### config.mk
export PLATFORM = sky130hd
export DESIGN_NAME = two_neuron_top
export DESIGN_NICKNAME = d
export VERILOG_FILES = /design/src/rtl/two_neuron_top.sv
export SDC_FILE = /design/constraint.sdc
export NUM_CORES = 1
export LEC_CHECK = 0
export CORE_MARGIN = 5
export CORE_UTILIZATION = 50
export DETAILED_ROUTE_END_ITERATION = 8
export MAX_ROUTING_LAYER = met4
export PLACE_DENSITY_LB_ADDON = 0.3
export SLEW_MARGIN = 5
export SYNTH_ARGS = -nofsm -noshare
export SYNTH_HDL_FRONTEND = slang
export SYNTH_SLANG_ARGS = --single-unit
### constraint.sdc
create_clock -name clk -period 5.2 [get_ports clk]
set_input_delay 1.04 -clock clk [delete_from_list [all_inputs] [get_ports clk]]
set_output_delay 1.04 -clock clk [all_outputs]
set_load 0.1 [all_outputs]
### src/rtl/two_neuron_top.sv
// rtl/two_neuron_top.sv - two-stage fixed-point neuron: 8->1 hidden MAC neuron, 1->8 output lanes
// Q6.10 datapath; 11-cycle free-running LOAD/MAC x8/ACT/OUT loop with registered outputs.
module two_neuron_top #(
  parameter logic [127:0] W1 = {8{16'h0400}},
  parameter logic [15:0]  B1 = 16'h0000,
  parameter logic [127:0] W2 = {16'h0400, 16'h0380, 16'h0300, 16'h0280,
                                16'h0200, 16'h0180, 16'h0100, 16'h0080},
  parameter logic [127:0] B2 = 128'h0
) (
  input  logic         clk,
  input  logic         reset,
  input  logic [127:0] X,
  output logic [127:0] Y
);

  typedef enum logic [1:0] {S_LOAD, S_MAC, S_ACT, S_OUT} state_t;

  localparam logic signed [35:0] B1_EXT = {{20{B1[15]}}, B1};

  state_t              state_q, state_d;
  logic [2:0]          lane_q, lane_d;
  logic [127:0]        xreg_q, xreg_d;
  logic signed [35:0]  acc_q, acc_d;
  logic [15:0]         h_q, h_d;
  logic [127:0]        y_q, y_d;

  logic signed [15:0]  mac_w, mac_x;
  logic signed [31:0]  mac_prod;
  logic signed [35:0]  act_s;
  logic [127:0]        y_out;

  // Clamp to the signed 16-bit range, then ReLU: result is always in [0, 0x7FFF].
  function automatic logic [15:0] sat_relu(input logic signed [35:0] v);
    if (v < 36'sd0)           return 16'h0000;
    else if (v > 36'sd32767)  return 16'h7FFF;
    else                      return v[15:0];
  endfunction

  assign mac_w    = W1[{lane_q, 4'b0000} +: 16];
  assign mac_x    = xreg_q[{lane_q, 4'b0000} +: 16];
  assign mac_prod = mac_w * mac_x;
  assign act_s    = (acc_q + (B1_EXT <<< 10)) >>> 10;

  for (genvar j = 0; j < 8; j++) begin : g_out
    localparam logic signed [35:0] W2_EXT = {{20{W2[16*j+15]}}, W2[16*j +: 16]};
    localparam logic signed [35:0] B2_EXT = {{20{B2[16*j+15]}}, B2[16*j +: 16]};
    logic signed [35:0] h_ext;
    logic signed [35:0] lane_v;
    assign h_ext  = {20'b0, h_q};
    assign lane_v = ((W2_EXT * h_ext) >>> 10) + B2_EXT;
    assign y_out[16*j +: 16] = sat_relu(lane_v);
  end

  always_comb begin
    state_d = state_q;
    lane_d  = lane_q;
    xreg_d  = xreg_q;
    acc_d   = acc_q;
    h_d     = h_q;
    y_d     = y_q;
    case (state_q)
      S_LOAD: begin
        xreg_d  = X;
        acc_d   = '0;
        lane_d  = 3'd0;
        state_d = S_MAC;
      end
      S_MAC: begin
        acc_d  = acc_q + mac_prod;
        lane_d = lane_q + 3'd1;
        if (lane_q == 3'd7) state_d = S_ACT;
      end
      S_ACT: begin
        h_d     = sat_relu(act_s);
        state_d = S_OUT;
      end
      S_OUT: begin
        y_d     = y_out;
        state_d = S_LOAD;
      end
      default: state_d = S_LOAD;
    endcase
  end

  always_ff @(posedge clk or negedge reset) begin
    if (!reset) begin
      state_q <= S_LOAD;
      lane_q  <= 3'd0;
      xreg_q  <= '0;
      acc_q   <= '0;
      h_q     <= '0;
      y_q     <= '0;
    end else begin
      state_q <= state_d;
      lane_q  <= lane_d;
      xreg_q  <= xreg_d;
      acc_q   <= acc_d;
      h_q     <= h_d;
      y_q     <= y_d;
    end
  end

  assign Y = y_q;

endmodule

==> summary.md <==
| Metric | Value |
|---|---|
| F_max | `200.3 MHz` |
| RR Endpoint | `acc_q[28]$_DFFE_PN0P_` |
| Total track usage | `22.69%` |
| Ports | `258` |
| Clock root cell | `clkbuf_16` |
| Clock sink total | `283` |
| Hold Crit Class | `input port to asynchronous set/reset pin` |
| Critical path peak fanout | `12` |
| Post-route ant nets | `0` |
| Fin crit period | `4.992 ns` |
| Max Cap Viol | `0` |
| Sequential-to-total area share from yosys stat | `43.28%` |
| Most used cell, CP | `ha_1` |
| Core footprint | `32450 µm²` |
| Clock-pin slew on the worst setup and hold paths | `0.06 ns` |
| Cell taking the most area after synthesis | `dfrtp_1` |
| Final period utilization | `95.99%` |
| CP cell instances | `mux4_2 -> mux2i_2 -> inv_2 -> buf_4 -> ha_1 -> ha_1 -> fa_1 -> ha_1 -> ha_1 -> a21oi_1 -> o21ai_0 -> o41ai_4 -> buf_4 -> o21bai_2 -> a2111o_1 -> o211ai_1` |
| Largest net degree at the start of global routing | `112` |
| Required time of the critical path | `5.68 ns` |
| Filler Cell Count | `2550` |
| CTS tree | `built` |
| Final setup violation count | `0` |
| Buffer and inverter count on the worst path | `3` |
| Initial DRC count | `745` |
| Clock Path Buffers | `3` |
| Critical R2R Launch | `lane_q[1]$_DFFE_PN0P_` |
| Cell family with most CP delay | `adder cells` |
| Antenna violations before repair | `0` |
| Arr. time, crit path | `5.48 ns` |
| Die area | `36450 µm²` |
| Clock latency on the worst-skew pair | `0.57 ns` |
| Vias post-DR | `11786` |
| Via density | `5.615` |
| CP startpoint kind | `flop` |
| Synth top area share | `43.28%` |
| Async set or reset register ratio after synthesis | `100.0%` |
| Post-synth EDFFs | `0` |
| Synthesis-to-layout area growth | `24.63%` |
| Final core utilization | `62.85%` |
| R2R setup slack | `0.21 ns` |
| Final setup TNS | `0 ns` |
| Post-Route WL | `40.54 mm` |
| Vias in the first global route | `12168` |
| Port Buffer Count | `250` |
| Dpl hpwl | `30.23 mm` |
| Total CTS buffers | `31` |
| Pre-antenna DRT Iters | `5` |
| H-tree depth | `1` |
| Slew Limit Fails | `0` |
| Area of the mapped netlist | `16360 µm²` |
| Row count | `66` |
| Die Ht | `190.9 µm` |
| Final #Nets | `1942` |
| R2R depth | `16` |
| Antenna diodes | `0` |
| First-pass GRT wire length | `65.15 mm` |
| Routability cong. | `0.8901` |
| Slowest stage delay, CP | `0.52 ns` |
| Final Hold Viols | `0` |
| CP Launch Point | `lane_q[1]$_DFFE_PN0P_` |
| Synth cell types | `69` |
| Skew final | `0.01619 ns` |
| Worst-Margin Slew | `1.045 ns` |
| Drt drc | `0` |
| Yosys warnings | `0` |
| Flops & latches, synth | `283` |
| Post-synth top flop | `dfrtp_1` |
| Die W | `190.9 µm` |
| Status | `finished, final reports clean` |
| RSZ-0062 raised after global routing | `false` |
| Setup crit end kind | `flop` |
| Slew margin rel. | `30.10%` |
| Initial Util | `50.42%` |
| Grt ovf | `0` |
| Layout cell share with drive strength beyond 1 | `17.50%` |
| Syn_area_per_cell | `11.66 µm²` |
| Average wire per standard cell | `19.31 µm` |
| Slowest-stage cell, CP | `mux4_2` |
| Synth top area cells | `dfrtp_1 (43%), mux2_2 (12%), ha_1 (11%)` |
| Critical path class | `flop to flop` |
| Cell count after synthesis | `1403` |
[synth_stat cells, drive strengths merged, types with 3 or more instances]
cell type	instances
a211oi	8
a21o	16
a21oi	57
a22o	3
a31o	5
a31oi	4
and2	3
and3	5
buf	31
clkbuf	50
dfrtp	283
fa	30
ha	148
inv	46
mux2	168
mux2i	6
mux4	32
nand2	78
nand2b	37
nand3	49
nand3b	3
nand4	11
nor2	79
nor2b	11
nor3	10
nor4	3
o211ai	7
o21a	9
o21ai	68
o21bai	6
o22a	38
o22ai	8
o31a	4
o31ai	7
or3	3
xnor2	28
xor2	19
[flip-flops by register name, summed over array words and instances, names as in the netlist]
name / cells
xreg_q: 128
Y: 108
acc_q: 26
h_q: 16
lane_q: 3
state_q: 2
[how the worst max path moves through the flow]
stage	to	slack [ns]	cells after the start
after CTS	acc_q[29]$_DFFE_PN0P_	0.22	14
final	acc_q[28]$_DFFE_PN0P_	0.21	16
after global routing	acc_q[28]$_DFFE_PN0P_	0.03	16
after global placement	acc_q[28]$_DFFE_PN0P_	0.30	14
after detailed placement	acc_q[29]$_DFFE_PN0P_	0.23	14
after floorplan	acc_q[32]$_DFFE_PN0P_	0.28	17
[cells by family (layout without fill, tap and decap cells)]
group,after synthesis,after routing,synth area share [%]
DFF,283,283,43.28
other,1,7,0.02292
and+or+nand+nor,300,300,8.724
xor gates and xnor gates,47,47,2.516
adders and majority gates,178,178,14.99
AOI/OAI and AO/OA,260,260,10.68
muxes,206,206,16.33
buffers and inverters,128,376,3.464
[stage by stage]
step                      hold slack, ns  instance area, µm²  instances  setup WS [ns]
after global routing              0.4990               20400       2099        0.03267
after global placement            0.4809               19270       2038         0.2960
after CTS                         0.4829               20350       2094         0.2179
after detailed placement          0.4865               19270       2038         0.2267
final                             0.4462               20400       2099         0.2084
after floorplan                   0.4752               16390       1409         0.2809
[final cells by class]
cell class                 count  area, µm²  area share, %
sequential                   283       7084          34.73
tap                          442      553.0          2.711
timing repair buffer         273       2734          13.40
inverter                      47      176.4         0.8650
clock inverter                11      181.4         0.8895
multi-input combinational    998       8768          42.99
clock buffer                  45      898.4          4.405
[metal layers]
metal,vias up,routed length (µm),global-route usage [%]
li1,5531,-,-
met1,5849,18090,31.64
met2,345,19440,36.32
met3,61,2125,2.776
met4,0,882,4.807
met5,-,0,-
[placed cells by master (no fill, tap or decap), types with 7 or more instances in the layout]
cell / n
a211oi_1: 8
a21o_1: 16
a21oi_1: 55
buf_4: 18
clkbuf_1: 7
clkbuf_16: 31
clkbuf_8: 7
clkdlybuf4s50_1: 249
conb_1: 7
dfrtp_1: 281
fa_1: 30
ha_1: 146
inv_1: 45
mux2_2: 168
mux4_2: 32
nand2_1: 78
nand2b_1: 37
nand3_1: 49
nand4_1: 11
nor2_1: 79
nor2b_1: 11
nor3_1: 10
o211ai_1: 7
o21a_1: 9
o21ai_0: 63
o22a_1: 38
o22ai_1: 8
o31ai_1: 7
xnor2_1: 28
xor2_1: 19
[timing repair]
action	in CTS	in global routing
endpoints found under the setup margin	0	2
endpoints found under the hold margin	0	0
resized for setup	0	5
setup buffers	0	5
hold buffers	0	0
Power is left out: the tool's default activity adds up to more than one toggle a clock period on the data nets, which glitch-free logic cannot reach.
